$ cat src/rtl/seg_scan_driver.sv
// Multiplexed seven-segment scan driver with a shadow/active code buffer.
// Latency: seg/an are registered one clock behind the slot counter and digit index.
// Backpressure: none; a load is always accepted and commits at the next frame boundary.
//
// Ports:
//   clk, rst_n          rising-edge clock, asynchronous active-low reset
//   codes               4 bits per digit, digit k at [4k+3:4k]
//   load                one-cycle strobe, captures codes into the shadow register
//   blank               forces every anode off while high; scanning keeps running
//   blink_mask          per-digit blink enable (only when SEG_BLINK_EN is defined)
//   seg                 active-low segments, seg[0]=a .. seg[6]=g
//   an                  active-low one-hot anode select
//   frame_done          pulse on the last cycle of the slot for the last digit
//   pending             shadow holds codes that have not been committed yet
//
// Optional feature: define SEG_BLINK_EN to add blink_mask and a frame counter
// whose MSB blanks the segments of masked digits (anode stays driven).
module seg_scan_driver #(
  parameter int NUM_DIGITS = 4,
  parameter int SCAN_DIV   = 1000,
  parameter int DEAD_CYC   = 2,
  parameter int BLINK_DIV  = 6
) (
  input  logic                    clk,
  input  logic                    rst_n,
  input  logic [4*NUM_DIGITS-1:0] codes,
  input  logic                    load,
  input  logic                    blank,
`ifdef SEG_BLINK_EN
  input  logic [NUM_DIGITS-1:0]   blink_mask,
`endif
  output logic [6:0]              seg,
  output logic [NUM_DIGITS-1:0]   an,
  output logic                    frame_done,
  output logic                    pending
);

  localparam int SW = (SCAN_DIV > 1) ? $clog2(SCAN_DIV) : 1;
  localparam int DW = (NUM_DIGITS > 1) ? $clog2(NUM_DIGITS) : 1;

  localparam logic [SW-1:0] SLOT_LAST  = SW'(SCAN_DIV - 1);
  localparam logic [SW-1:0] SLOT_PRE   = SW'(SCAN_DIV - 2);
  localparam logic [DW-1:0] DIGIT_LAST = DW'(NUM_DIGITS - 1);

  logic [SW-1:0]           r_slot;
  logic [DW-1:0]           r_digit;
  logic [4*NUM_DIGITS-1:0] r_shadow;
  logic [4*NUM_DIGITS-1:0] r_active;
  logic                    r_pending;
  logic                    r_frame_done;
  logic [6:0]              r_seg;
  logic [NUM_DIGITS-1:0]   r_an;

  logic                    w_dead;
  logic                    w_blink_off;
  logic [3:0]              w_code;
  logic [6:0]              w_seg_nxt;
  logic [NUM_DIGITS-1:0]   w_an_nxt;

  function automatic logic [6:0] glyph(input logic [3:0] c);
    case (c)
      4'h0: glyph = 7'h40;
      4'h1: glyph = 7'h79;
      4'h2: glyph = 7'h24;
      4'h3: glyph = 7'h30;
      4'h4: glyph = 7'h47;  // L
      4'h5: glyph = 7'h12;
      4'h6: glyph = 7'h3F;  // dash
      4'h7: glyph = 7'h78;
      4'h8: glyph = 7'h00;
      4'h9: glyph = 7'h09;  // H
      4'hA: glyph = 7'h08;
      4'hB: glyph = 7'h03;
      4'hC: glyph = 7'h46;
      4'hD: glyph = 7'h21;
      4'hE: glyph = 7'h06;
      default: glyph = 7'h7F;  // F shows as blank
    endcase
  endfunction

  // Slot counter and digit index.
  always_ff @(posedge clk or negedge rst_n) begin
    if (!rst_n) begin
      r_slot  <= '0;
      r_digit <= '0;
    end else if (r_slot == SLOT_LAST) begin
      r_slot  <= '0;
      r_digit <= (r_digit == DIGIT_LAST) ? '0 : r_digit + 1'b1;
    end else begin
      r_slot  <= r_slot + 1'b1;
    end
  end

  // frame_done is registered from a one-cycle look-ahead so it lines up with
  // the counter state of the last slot cycle of the last digit.
  always_ff @(posedge clk or negedge rst_n) begin
    if (!rst_n) r_frame_done <= 1'b0;
    else        r_frame_done <= (r_slot == SLOT_PRE) && (r_digit == DIGIT_LAST);
  end

  // Shadow/active buffering. A load on the frame boundary bypasses the shadow
  // wait and lands in the active register directly.
  always_ff @(posedge clk or negedge rst_n) begin
    if (!rst_n) begin
      r_shadow  <= '1;
      r_active  <= '1;
      r_pending <= 1'b0;
    end else begin
      if (load) r_shadow <= codes;
      if (r_frame_done) begin
        if (load)           r_active <= codes;
        else if (r_pending) r_active <= r_shadow;
        r_pending <= 1'b0;
      end else if (load) begin
        r_pending <= 1'b1;
      end
    end
  end

  generate
    if (DEAD_CYC == 0) begin : g_no_dead
      assign w_dead = 1'b0;
    end else begin : g_dead
      assign w_dead = (r_slot < SW'(DEAD_CYC));
    end
  endgenerate

  always_comb begin
    w_code = 4'hF;
    for (int k = 0; k < NUM_DIGITS; k++)
      if (r_digit == DW'(k)) w_code = r_active[4*k +: 4];
  end

`ifdef SEG_BLINK_EN
  logic [BLINK_DIV:0] r_frame_cnt;

  always_ff @(posedge clk or negedge rst_n) begin
    if (!rst_n)            r_frame_cnt <= '0;
    else if (r_frame_done) r_frame_cnt <= r_frame_cnt + 1'b1;
  end

  always_comb begin
    w_blink_off = 1'b0;
    for (int k = 0; k < NUM_DIGITS; k++)
      if (r_digit == DW'(k)) w_blink_off = r_frame_cnt[BLINK_DIV] & blink_mask[k];
  end
`else
  assign w_blink_off = 1'b0;
`endif

  always_comb begin
    w_an_nxt  = ~(NUM_DIGITS'(1) << r_digit);
    w_seg_nxt = glyph(w_code);
    if (blank || w_dead) begin
      w_an_nxt  = '1;
      w_seg_nxt = 7'h7F;
    end else if (w_blink_off) begin
      w_seg_nxt = 7'h7F;
    end
  end

  always_ff @(posedge clk or negedge rst_n) begin
    if (!rst_n) begin
      r_seg <= 7'h7F;
      r_an  <= '1;
    end else begin
      r_seg <= w_seg_nxt;
      r_an  <= w_an_nxt;
    end
  end

  assign seg        = r_seg;
  assign an         = r_an;
  assign frame_done = r_frame_done;
  assign pending    = r_pending;

endmodule

$ cat config.mk
export PLATFORM = sky130hd
export DESIGN_NAME = seg_scan_driver
export DESIGN_NICKNAME = d
export VERILOG_FILES = /design/src/rtl/seg_scan_driver.sv
export SDC_FILE = /design/constraint.sdc
export NUM_CORES = 1
export LEC_CHECK = 0
export CORE_ASPECT_RATIO = 0.6
export CORE_MARGIN = 3
export CORE_UTILIZATION = 62
export CTS_CLUSTER_SIZE = 12
export DETAILED_ROUTE_END_ITERATION = 6
export DONT_BUFFER_PORTS = 1
export PLACE_DENSITY = 0.88
export SLEW_MARGIN = 5
export SYNTH_ARGS = -nofsm -noshare
export SYNTH_HDL_FRONTEND = slang
export SYNTH_SLANG_ARGS = --single-unit
$ cat constraint.sdc
create_clock -name clk -period 3.2 [get_ports clk]
set_input_delay 0.8 -clock clk [delete_from_list [all_inputs] [get_ports clk]]
set_output_delay 0.8 -clock clk [all_outputs]
set_load 0.02 [all_outputs]
# Word-level counts from Yosys, hierarchy flattened

Memories as Yosys holds them, arrays and structs flattened.
Cells that the tools add are included.

Register bits after elaboration: 57
Word-level logic and storage cells: 37
Input bits: 20
Output and inout bits: 13
Bits in read-only memories: 112
Memories: 1

Bitwise operators: 1
Order comparisons: 1
Equal/unequal tests: 5
$add $sub $neg: 2
Shift-type cells: 1
Multiplexer cells: 12
Reduce and logical (&&, ||, !) cells: 6

Memories:

| name             | words | bits a word | read ports | clocked after Yosys merged registers in | write ports | RTL line | text |
|---|---|---|---|---|---|---|---|
| (name not given) | 16    | 7           | 1          | 0                                       | 0           | 61       | `case (c)` |

Operator list:

| cell                    | count |
|---|---|
| $mux W16                | 2 |
| $eq A10 B10 Y1 const B  | 2 |
| $mux W4                 | 5 |
| $add A10 B1 Y10 const B | 1 |
| $lt A10 B2 Y1 const B   | 1 |
| $mux W10                | 1 |
| $mux W7                 | 1 |
| $eq A2 B2 Y1 const B    | 2 |
| $not A4 Y4              | 1 |
| $reduce_bool A2 Y1      | 2 |
| $shl A1 B2 Y4 const A   | 1 |
| $add A2 B1 Y2 const B   | 1 |
| $eq A2 B1 Y1 const B    | 1 |
| $logic_not A2 Y1        | 1 |
| $mux W1                 | 2 |
| $mux W2                 | 1 |
| $reduce_and A2 Y1       | 1 |
| $logic_and A1 B1 Y1     | 1 |
| $logic_or A1 B1 Y1      | 1 |

# Depth between registers and ports, before layout

An unclocked memory read counts as a cell.

Word-level depth: 7
Depth in mapped cells: 11
Gate-level depth less buffers: 10

# Worst setup path after synthesis

No wires, ideal clock.

Path kind: flip-flop to flip-flop
From: register r_digit[1]
To: register r_seg[3] (netlist: seg[3])
Path slack: 1.189 ns
Setup time: 0.081 ns
Data required time: 3.119 ns
Cell stages (with the launch flop): 12
Arrival: 1.929 ns
Buffers on the path: 1
Period minus slack after synthesis: 2.011 ns
Path through: dfrtp_1 -> inv_1 -> ha_1 -> buf_4 -> nor2_1 -> a22o_1 -> o221ai_2 -> inv_1 -> ha_1 -> o21ai_0 -> o21ai_1 -> o211ai_1

Word-level cells in the longest chain between the ends: 7
Elaborated cells between the ends (all ways): 10
Those cells by class: eq/ne (3); mux (5); reduce/logical (1); memory (1)

RTL lines:

| item                   | RTL line | text |
|---|---|---|
| start, declared        | 46       | `logic [DW-1:0] r_digit;` |
| start signal, assigned | 88       | `r_digit <= (r_digit == DIGIT_LAST) ? '0 : r_digit + 1'b1;` |
| $logic_not A2 Y1       | 131      | `if (r_digit == DW'(k)) w_code = r_active[4*k +: 4];` |
| $mux W4 (3 in a row)   | 131      |  |
| $mux W4 (*)            | 131      |  |
| $mem_v2 Z16 W7 (*)     | -        |  |
| $mux W7 (*)            | 154      | `if (blank \|\| w_dead) begin` |
| net w_seg_nxt[3]       | 57       | `logic [6:0] w_seg_nxt;` |
| end signal, assigned   | 167      | `r_seg <= w_seg_nxt;` |
| end, declared          | 51       | `logic [6:0] r_seg;` |

The timed path passes the listed nets; every way through them passes the cells marked *.
A chain may end at the register's enable or synchronous reset.

# Worst setup path in the final report

Same ends and word-level chain as after synthesis.

==> results.toml <==
[synthesis]
synth_cells = 209
synth_area_um2 = 2650
netlist_top_cells_area = "dfstp_2, dfrtp_1, mux2_2"
syn_avg_cell_area_um2 = 12.7
synth_nets = 239
yosysTopAreaCell = "dfstp_2"
ys_seq_elements = 57
yosys_warnings = 0
ys_seq_area_share_pct = 55.8
yosysTopAreaCellShare_pct = 42.6
synth.distinct_cells = 44

[critical_path]
worstSetupStartpointType = "flip-flop"
slowest_delay_ns = 0.40
path_cells = "inv_1 > ha_1 > nor2_1 > a22o_1 > o221ai_2 > inv_1 > ha_1 > o21ai_0 > o21ai_1 > o211ai_1"
crit_fanout = 9
r2r_start = "r_digit[1]"
critPathRequiredTime_ns = 3.45
cp-end-kind = "flip-flop"
worstReg2RegEnd = "seg[3]"
cp_slowest_cell = "dfrtp_1"
rrSetupSlack_ns = 0.70
criticalPathCategory = "reg -> reg"
cp_data_arrival_time_ns = 2.75
ff2ff_path_depth = 10

[cts]
clock_path_buffers = 2
clk_pin_slew_ns = 0.06
ctsResizeCount = 0
h-tree-depth = 3
clock_sinks = 57
cts_tree = "done"
cts_hold_buf = 0
cts_root_buffer = "clkbuf_8"
insertion_delay_ns = 0.34
cts_inserted_buffers = 9
postCtsSetupBuffers = 0

[floorplan]
die_w_um = 90.4
num_rows = 17
ios = 33
core_um2 = 3890
initial_utilization_pct = 68.1
fp.dieH_um = 56.7
dieArea_um2 = 5120

[place]
globalplace.congestion = 0.863
placed_area_um2 = 2670
post-dp-hpwl_um = 3630
port_buffers = 0
pre_cts_slack_ns = 0.755

[global_routing]
grt_max_degree = 58
grt_pass1_wl_um = 8790
antenna_found_initial = 0
grt_pass1_vias = 1777
grt_overflow = 0
track_usage_pct = 23.4

[sta]
finalSetupTns_ns = 0
finalSetupViolCount = 0
setup_slack_ns = 0.697
fin_crit_sh_pct = 78.2
tightest_slew_ns = 1.14
drv_slew = 0
finalClockSkew_ns = 0.00517
hold_violations = 0
rsz0062_at_grt = "no"
period_needed_ns = 2.50
max_freq_mhz = 399
slew_headroom_pct = 23.9

[routing]
dr.pass1.iters = 4
wl_um = 5240
ant_nets = 0
drcViolationCount = 0
viasPerCell = 5.96
drt-initial-drc-count = 84
num_vias = 1634
wl_per_cell_um = 19.1

[cells_and_area]
antenna_cells = 0
final_util_pct = 74.2
final_cell_area_um2 = 2890
syn2layout_area_growth_pct = 8.87
layout_common_cells = "dfstp_2, mux2_2, nor2_1, dfrtp_1"
final_common_cell = "dfstp_2"
nets = 242
seqCellArea_um2 = 1480
num-fill-cells = 226
layout-drive-gt1-share_pct = 45.2
multi_input_area_um2 = 1080

[hold_path]
hold_class = "in -> async"

[power]
p_clk_share_pct = 46.6
power_density_nw_per_um2 = 530
combPwrFrac_pct = 2.5
ir_drop_v = 0.000371
seq_power_share_pct = 51.0
sw_frac_of_total_pct = 19.6
p_int_w = 0.00123
power_leakage_nw = 1.21
switching_power_w = 0.000300

[outcome]
run_status = "finished clean"

[run]
drv_cap = 0
==> kinds of logic (layout without fill, tap and decap cells) <==
logic type / count (synthesis) / count (layout) / share of synthesized area (%)
XOR/XNOR: 7 / 7 / 2.31
buffers and inverters: 18 / 26 / 3.45
adder cells (fa/ha/maj): 10 / 10 / 4.72
flip-flops: 57 / 57 / 55.8
multiplexers: 32 / 32 / 13.5
AND/OR/NAND/NOR: 54 / 54 / 9.34
AO/OA/AOI/OAI: 31 / 31 / 10.8
==> layer usage <==
metal / vias up / GRT usage (%) / part of all wire, %
met2: 81 / 35.1 / 45
met1: 800 / 27.2 / 43
met3: 17 / 12.0 / 8.5
li1: 736 / - / -
met5: - / 0 / 0
met4: 0 / 13.5 / 3.4
==> cell type report <==
class	count	area share (%)
inverter	10	1.30
clock buffer	14	6.33
tap	57	2.47
multi-input combinational	134	37.4
sequential	57	51.3
clock inverter	2	1.21
==> power by group through the flow <==
stage | sequential, W | clock, W | combinational, W
floorplan | 0.000787 | 0 | 0.0000345
global placement | 0.000788 | 0 | 0.0000349
detailed placement | 0.000791 | 0 | 0.0000378
CTS | 0.000780 | 0.000728 | 0.0000380
global route | 0.000783 | 0.000773 | 0.0000416
finish | 0.000780 | 0.000713 | 0.0000375
==> worst max-delay path: cells and delay by family, from the launching register on <==
family / cells / cell delay, ns
simple gates: 1 / 0.07
compound gates: 5 / 0.95
buf+inv: 2 / 0.28
flops: 1 / 0.40
fa+ha+maj: 2 / 0.71
==> Yosys cell counts (all sizes together) <==
cell type	n
xnor2	3
or3	1
a31oi	3
nor3	4
dfrtp	14
and3	1
o311ai	1
a21oi	2
buf	7
or2	2
o211ai	4
nand2	13
a211oi	1
a21o	1
dfstp	43
nor4	1
nand3	7
mux2	31
a221oi	3
a221o	2
nor2b	1
and2b	1
nand4	1
clkbuf	1
o31ai	1
o221ai	3
a22o	2
inv	10
mux2i	1
xor2	4
o21bai	1
nor2	22
o21ai	7
ha	10
==> how the worst max path moves through the flow <==
stage,endpoint,cells past startpoint,slack [ns],from
floorplan,seg[3],11,1.19,r_digit[1]
global placement,seg[3],8,0.97,r_digit[0]
finish,seg[3],10,0.70,r_digit[1]
detailed placement,seg[3],8,0.76,r_digit[0]
global route,seg[3],10,0.53,r_digit[1]
CTS,seg[3],10,0.71,r_digit[1]
==> state kept, by name (all words and copies together), names as in the netlist <==
| register | flops |
|---|---|
| frame_done | 1 |
| r_active | 16 |
| r_slot | 10 |
| r_shadow | 16 |
| an | 4 |
| pending | 1 |
| r_digit | 2 |
| seg | 7 |
==> through the flow <==
stage / hold slack, ns / std cells / total power (W)
final: 0.156 / 274 / 0.00153
after global routing: 0.127 / 274 / 0.00160
after CTS: 0.145 / 274 / 0.00155
after detailed placement: 0.479 / 258 / 0.000829
after global placement: 0.470 / 258 / 0.000823
after floorplan: 0.451 / 209 / 0.000821
No activity file was read; power rests on OpenSTA's default activity.
